<file path="config.mk">
export PLATFORM = sky130hd
export DESIGN_NAME = instr_mem_server
export DESIGN_NICKNAME = d
export VERILOG_FILES = /design/src/rtl/instr_mem_server.sv
export SDC_FILE = /design/constraint.sdc
export NUM_CORES = 2
export LEC_CHECK = 0
export CAP_MARGIN = 10
export CORE_MARGIN = 8
export CORE_UTILIZATION = 30
export DETAILED_ROUTE_END_ITERATION = 8
export GPL_TIMING_DRIVEN = 0
export MAX_ROUTING_LAYER = met4
export SLEW_MARGIN = 20
export SYNTH_ARGS = -nofsm -noshare
export SYNTH_HDL_FRONTEND = slang
export SYNTH_SLANG_ARGS = --single-unit
</file>
<file path="constraint.sdc">
create_clock -name CLK -period 3.3 [get_ports CLK]
set_input_delay 0.825 -clock CLK [delete_from_list [all_inputs] [get_ports CLK]]
set_output_delay 0.825 -clock CLK [all_outputs]
set_load 0.1 [all_outputs]
</file>
<file path="src/rtl/instr_mem_server.sv">
// Fetch-side instruction memory: a loader FSM fills the program RAM after reset, then serves
// registered 1-cycle reads. Reads of unloaded or out-of-range addresses return HALT_INSTR and flag a fault.
module instr_mem_server #(
   parameter int unsigned        ADDR_W     = 8,
   parameter int unsigned        INSTR_W    = 9,
   parameter logic [INSTR_W-1:0] HALT_INSTR = {INSTR_W{1'b1}}
) (
   input  logic               CLK,
   input  logic               reset_ctrl,
   input  logic [15:0]        instr_addr,
   input  logic               load_en,
   input  logic [INSTR_W-1:0] load_data,
   input  logic               load_last,
   output logic [INSTR_W-1:0] instr_out,
   output logic               instr_valid,
   output logic               loading,
   output logic               addr_fault,
   output logic [ADDR_W:0]    load_count
);

   localparam int unsigned       DEPTH    = 2**ADDR_W;
   localparam logic [ADDR_W-1:0] LAST_IDX = {ADDR_W{1'b1}};

   typedef enum logic [1:0] {S_IDLE, S_LOAD, S_RUN} state_t;

   state_t               state_q, state_d;
   logic [ADDR_W-1:0]    wr_ptr_q, wr_ptr_d;
   logic [ADDR_W:0]      count_q, count_d;
   logic [INSTR_W-1:0]   instr_q, instr_d;
   logic                 valid_q, valid_d;
   logic                 fault_q, fault_d;
   logic                 wr_en;
   logic [INSTR_W-1:0]   mem_q [DEPTH];

   logic [ADDR_W-1:0]    addr_idx;
   logic                 addr_hi_nz;
   logic                 rd_fault;

   assign addr_idx   = instr_addr[ADDR_W-1:0];
   assign addr_hi_nz = (instr_addr >> ADDR_W) != 16'd0;
   // Unloaded words are unreachable: anything at or past load_count faults.
   assign rd_fault   = addr_hi_nz | ({1'b0, addr_idx} >= count_q);

   always_comb begin
      state_d  = state_q;
      wr_ptr_d = wr_ptr_q;
      count_d  = count_q;
      instr_d  = HALT_INSTR;
      valid_d  = 1'b0;
      fault_d  = 1'b0;
      wr_en    = 1'b0;
      case (state_q)
         S_IDLE, S_LOAD: begin
            if (load_en) begin
               wr_en   = 1'b1;
               count_d = count_q + 1'b1;
               if (wr_ptr_q != LAST_IDX) begin
                  wr_ptr_d = wr_ptr_q + 1'b1;
               end
               // A write into the final slot ends loading even without load_last.
               state_d = (load_last || (wr_ptr_q == LAST_IDX)) ? S_RUN : S_LOAD;
            end
         end
         S_RUN: begin
            instr_d = rd_fault ? HALT_INSTR : mem_q[addr_idx];
            valid_d = 1'b1;
            fault_d = rd_fault;
         end
         default: state_d = S_IDLE;
      endcase
   end

   always_ff @(posedge CLK) begin
      if (reset_ctrl) begin
         state_q  <= S_IDLE;
         wr_ptr_q <= '0;
         count_q  <= '0;
         instr_q  <= HALT_INSTR;
         valid_q  <= 1'b0;
         fault_q  <= 1'b0;
      end else begin
         state_q  <= state_d;
         wr_ptr_q <= wr_ptr_d;
         count_q  <= count_d;
         instr_q  <= instr_d;
         valid_q  <= valid_d;
         fault_q  <= fault_d;
      end
   end

   // RAM is deliberately not reset; load_count gates every read.
   always_ff @(posedge CLK) begin
      if (wr_en && !reset_ctrl) begin
         mem_q[wr_ptr_q] <= load_data;
      end
   end

   assign instr_out   = instr_q;
   assign instr_valid = valid_q;
   assign addr_fault  = fault_q;
   assign loading     = (state_q != S_RUN);
   assign load_count  = count_q;

endmodule

</file>
=== Word-level counts from Yosys, hierarchy flattened ===
Memory sizes are Yosys's and may differ from the RTL's. A register that Yosys moved wholly into a read port is not among the register bits.
Cells that the tools add are included.

* $add $sub $neg: 2
* Order comparisons: 1
* Equality and inequality tests: 6
* Mux-type cells: 8
* Bitwise operators: 2
* Reduce and logical (&&, ||, !) cells: 11

{| class="wikitable"
|+ Operator list
! kind !! count
|-
| $reduce_bool 16->1 || 1
|-
| $add 9x1->9 const B || 1
|-
| $ge 8x9->1 || 1
|-
| $add 8x1->8 const B || 1
|-
| $eq 8x8->1 const B || 1
|-
| $ne 8x8->1 const B || 1
|-
| $mux 1 || 5
|-
| $mux 2 || 2
|-
| $ne 2x2->1 const B || 2
|-
| $pmux 2 s2 || 1
|-
| $reduce_and 2->1 || 2
|-
| $reduce_or 2->1 || 2
|-
| $reduce_and 3->1 || 1
|-
| $reduce_or 3->1 || 1
|-
| $eq 2x1->1 const B || 1
|-
| $eq 2x2->1 const B || 1
|-
| $logic_not 2->1 || 1
|-
| $logic_and 1x1->1 || 1
|-
| $logic_not 1->1 || 1
|-
| $logic_or 1x1->1 || 1
|-
| $not 1->1 || 1
|-
| $or 1x1->1 || 1
|}

* Bits in registers: 21
* RAM bits: 2304
* Input bits: 29
* Output and inout bits: 21
* Word-level logic and storage cells: 36
* Memories kept: 1

{| class="wikitable"
|+ Memory list
! memory !! depth !! width !! rd ports !! clocked after memory_dff !! wr ports !! line !! text
|-
| mem_q || 256 || 9 || 1 || 1 || 1 || 33 || <nowiki>logic [INSTR_W-1:0] mem_q [DEPTH];</nowiki>
|}

=== Logic depth before layout (Yosys ltp) ===
* Depth in word-level cells: 6
* Mapped depth: 14
* Mapped depth without buffers: 9

=== Worst setup path after synthesis ===
OpenSTA, ideal clock, no wires.

* Path kind: in2reg
* Start: input port instr_addr[0]
* End: register instr_q[4] (netlist: instr_out[4]), read port of mem_q
* Library setup time: 156 ps
* Arrival: 3305 ps
* Data required time: 3144 ps
* Slack: -161 ps
* Stages on the path: 14
* Path buffers: 5
* Path through: buf_6 > buf_12 > buf_8 > buf_8 > inv_2 > buf_2 > ha_1 > nand2b_1 > a31oi_1 > o21ai_0 > o21ai_0 > a21oi_1 > nor4_1 > a221oi_1

* Longest elaborated chain between the ends: 3

{| class="wikitable"
|+ RTL lines
! element !! line !! text
|-
| start, declared || 10 || <nowiki>input logic [15:0] instr_addr,</nowiki>
|-
| $ge 8x9->1 || 42 || <nowiki>assign rd_fault = addr_hi_nz | ({1'b0, addr_idx} >= count_q);</nowiki>
|-
| $or 1x1->1 || 42 ||
|-
| $reduce_or 3->1 (no source line) || -- ||
|-
| end, declared || 29 || <nowiki>logic [INSTR_W-1:0] instr_q, instr_d;</nowiki>
|}

Several ways; a longest one is shown, not always the timed one.
A chain may end at the register's enable or synchronous reset.

=== Worst setup path after layout ===
* Start: input port load_en
* End: memory mem_q[137][7], enable pin

* Longest elaborated chain between the ends: 5

{| class="wikitable"
|+ RTL lines
! element !! line !! text
|-
| start, declared || 11 || <nowiki>input logic load_en,</nowiki>
|-
| $mux 1 || 54 || <nowiki>if (load_en) begin</nowiki>
|-
| $mux 1 || 52 || <nowiki>case (state_q)</nowiki>
|-
| $logic_and 1x1->1 || 93 || <nowiki>if (wr_en && !reset_ctrl) begin</nowiki>
|-
| $mux 1 || 93 ||
|-
| $mux 1 (not written as such) || 94 || <nowiki>mem_q[wr_ptr_q] <= load_data;</nowiki>
|-
| end, declared || 33 ||
|}

Every way passes these cells.

==> flow_summary.ini <==
[setup_path]
cp.required_ns = 3.77
path_cells = clkdlybuf4s50_1 > nand2b_1 > nor2_1 > and2_1 > nand2_1 > clkbuf_2 > nor2_1
start_kind = input port
end_kind = flip-flop
cp_slowest_cell = nor2_1
critPathMaxFanout = 10
arrival_ns = 4.09
critPathMaxStageDelay_ns = 0.91
worstSetupPathType = input port to flip-flop
crit_top_cell = nor2_1

[sta]
drv_slew = 0
skew_ns = 0.0617
finalCritPeriodShare_pct = 110
final.min_clock_period_ns = 3.62
hold_viol = 0
slew_headroom_pct = 14.3
max_freq_mhz = 276
setup_viol = 486
tightest_slew_ns = 1.29
setup-tns-final_ns = -52.44
setup_ws_ns = -0.321
rsz0062_at_grt = true

[place]
dpl-instance-area_mm2 = 0.0964
place_ws_ns = -3.19
dp_hpwl_um = 189000
port_buffers = 48
place_congestion = 0.957

[clock_tree]
htreeDepth = 4
cts_buffers = 228
clock_path_buffers = 3
clk_latency_ns = 0.89
path_clk_slew_ns = 0.06
cts.hold.buffers_added = 0
cts.sinks = 2334
cts_tree = built
root_buffer = clkbuf_16

[synthesis]
async_flop_share_pct = 0
synth.area.mux_share_pct = 14.1
syn_nets = 4349
synth-compound-area-share_pct = 3.91
syn_inst = 4307
synthAdderAreaFrac_pct = 0.181
yosysWarnings = 0
ys_seq_elements = 2334
avgSynthCellArea_um2 = 20.9
synth_top_family_by_area = multiplexers
yosysUniqueCellTypes = 57
syn_area_mm2 = 0.0900
synth-edff-count = 2304
synth_seq_area_share_pct = 77.5
ys.flop_type = edfxtp_1
synth-xor-area-share_pct = 0.117
synthSimpleGateAreaFrac_pct = 2.27

[detailed_routing]
via_per_inst = 5.34
ant_nets = 0
drtIter0Drc = 5893
dr.pass1.iters = 6
routed_wl_um = 277000
route.detailed.drc = 0
routedWlPerCell_um = 31.4
vias = 47000

[global_routing]
track_usage_pct = 17.4
grt_pass1_wl_um = 376000
grt_pass1_vias = 46600
globalRouteOverflowTotal = 0
grt_max_degree = 124
antenna_found_initial = 14

[floorplan]
core-area_mm2 = 0.299
fp-row-count = 201
dieArea_mm2 = 0.318
initial_core_util_pct = 30.1
die_x_um = 564
die_h_um = 564
ios = 50

[power]
power.ir.vdd_worst_uv = 468
finalPower_uw = 62500
combPwrFrac_pct = 5.4
seqPwrFrac_pct = 52.2
power_leakage_uw = 0.0325
powerDensity_mw_per_mm2 = 589
internal-power_uw = 48800
clock_power_share_pct = 42.4
switchingPower_uw = 13700
swShare_pct = 21.9

[cells_and_area]
drive_above_1_share_pct = 29.8
finish.instance_area_mm2 = 0.106
fillCellCount = 27400
final_core_util_pct = 35.4
layout_common_cells = 2304 x edfxtp_1, 448 x mux4_2, 231 x clkbuf_16
final_common_cell = edfxtp_1
final_nets = 4676
syn_to_final_growth_pct = 17.8

[run_status]
status = finished, violations left
violations = setup timing

[job]
maxCapViolations = 0

[hold_path]
hp-class = input port to flip-flop
-- per-layer routing --
layer	GRT usage, %	part of all wire (%)
met2	26.6	47
met5	-	0
met3	4.35	9.9
met1	21.8	38
met4	7.96	5.0
-- timing repair --
action / 4_1_cts / 5_1_grt
setup endpoints to repair: 1646 / 1193
resized for setup: 414 / 128
gates cloned: 0 / 0
pin swaps: 21 / 6
buffers inserted: 23 / 1
-- synthesized netlist by cell type, types with 10 or more instances --
| cell | instances | area, um2 |
|---|---|---|
| nor2_1 | 333 | 1250 |
| a22oi_1 | 52 | 390 |
| a2111oi_0 | 15 | 131 |
| ha_1 | 13 | 163 |
| nor3_1 | 12 | 60.1 |
| nand3_1 | 15 | 75.1 |
| edfxtp_1 | 2304 | 69200 |
| a211oi_2 | 10 | 125 |
| a22o_1 | 38 | 333 |
| buf_4 | 41 | 308 |
| a211oi_1 | 64 | 480 |
| buf_2 | 80 | 400 |
| dfxtp_1 | 30 | 601 |
| nand2_1 | 78 | 293 |
| mux2_2 | 36 | 405 |
| o22ai_1 | 126 | 788 |
| mux2i_1 | 217 | 2170 |
| o221ai_1 | 72 | 631 |
| clkbuf_1 | 84 | 315 |
| inv_1 | 15 | 56.3 |
| o41ai_1 | 10 | 87.6 |
| a21oi_1 | 51 | 255 |
| mux4_2 | 448 | 10100 |
| buf_6 | 37 | 417 |
-- cell type report --
| type | instances | area, um2 | area share [%] |
|---|---|---|---|
| Antenna cell | 9 | 22.5 | 0.0212 |
| Buffer | 250 | 1880 | 1.78 |
| Tap cell | 3958 | 4950 | 4.67 |
| Multi-Input combinational cell | 1700 | 20200 | 19.0 |
| Clock buffer | 285 | 6050 | 5.71 |
| Inverter | 16 | 60.1 | 0.0566 |
| Sequential cell | 2334 | 69800 | 65.8 |
| Timing Repair Buffer | 104 | 1560 | 1.47 |
| Clock inverter | 143 | 1530 | 1.44 |
-- power groups by stage --
| stage | clock, uW | combinational (uW) | sequential, uW |
|---|---|---|---|
| 2_1_floorplan | 0 | 1450 | 33200 |
| 3_3_place_gp | 0 | 3060 | 33600 |
| 3_5_place_dp | 0 | 3210 | 33200 |
| 4_1_cts | 26700 | 3350 | 32600 |
| 5_1_grt | 27700 | 3470 | 32600 |
| 6_report | 26500 | 3400 | 32600 |
-- final timing paths --
kind	depth (start not counted)	slack [ns]	start	to
setup / recovery	7	-0.32	load_en	mem_q[137][7]$_DFFE_PP_
hold / removal	1	0.29	load_data[7]	mem_q[132][7]$_DFFE_PP_
setup reg to reg	6	-0.23	state_q[1]$_SDFFE_PP0P_	mem_q[137][7]$_DFFE_PP_
hold reg to reg	1	0.49	state_q[1]$_SDFFE_PP0P_	state_q[0]$_SDFFE_PP0P_
-- cell families after synthesis --
kind of cell / after synthesis
compound gates: 479
xor+xnor: 12
fa+ha+maj: 13
buf+inv: 273
flops: 2334
mux: 703
simple gates: 493
-- state kept, by name (all words and copies together) (netlist names) --
register,count
instr_valid,1
wr_ptr_q,8
instr_out,9
load_count,9
state_q,2
addr_fault,1
mem_q,2304
-- per-stage QoR --
step                instances  hold slack [ns]
floorplan                4307            0.440
global placement         8313            0.458
detailed placement       8345            0.474
CTS                      8792            0.222
global route             8797            0.269
finish                   8799            0.286
-- worst max-delay path, delay by kind of cell --
| kind | cells | cell delay (ns) |
|---|---|---|
| AND/OR/NAND/NOR | 5 | 2.06 |
| buffers and inverters | 2 | 1.20 |
Note: power is estimated with default switching activity, not from simulation.
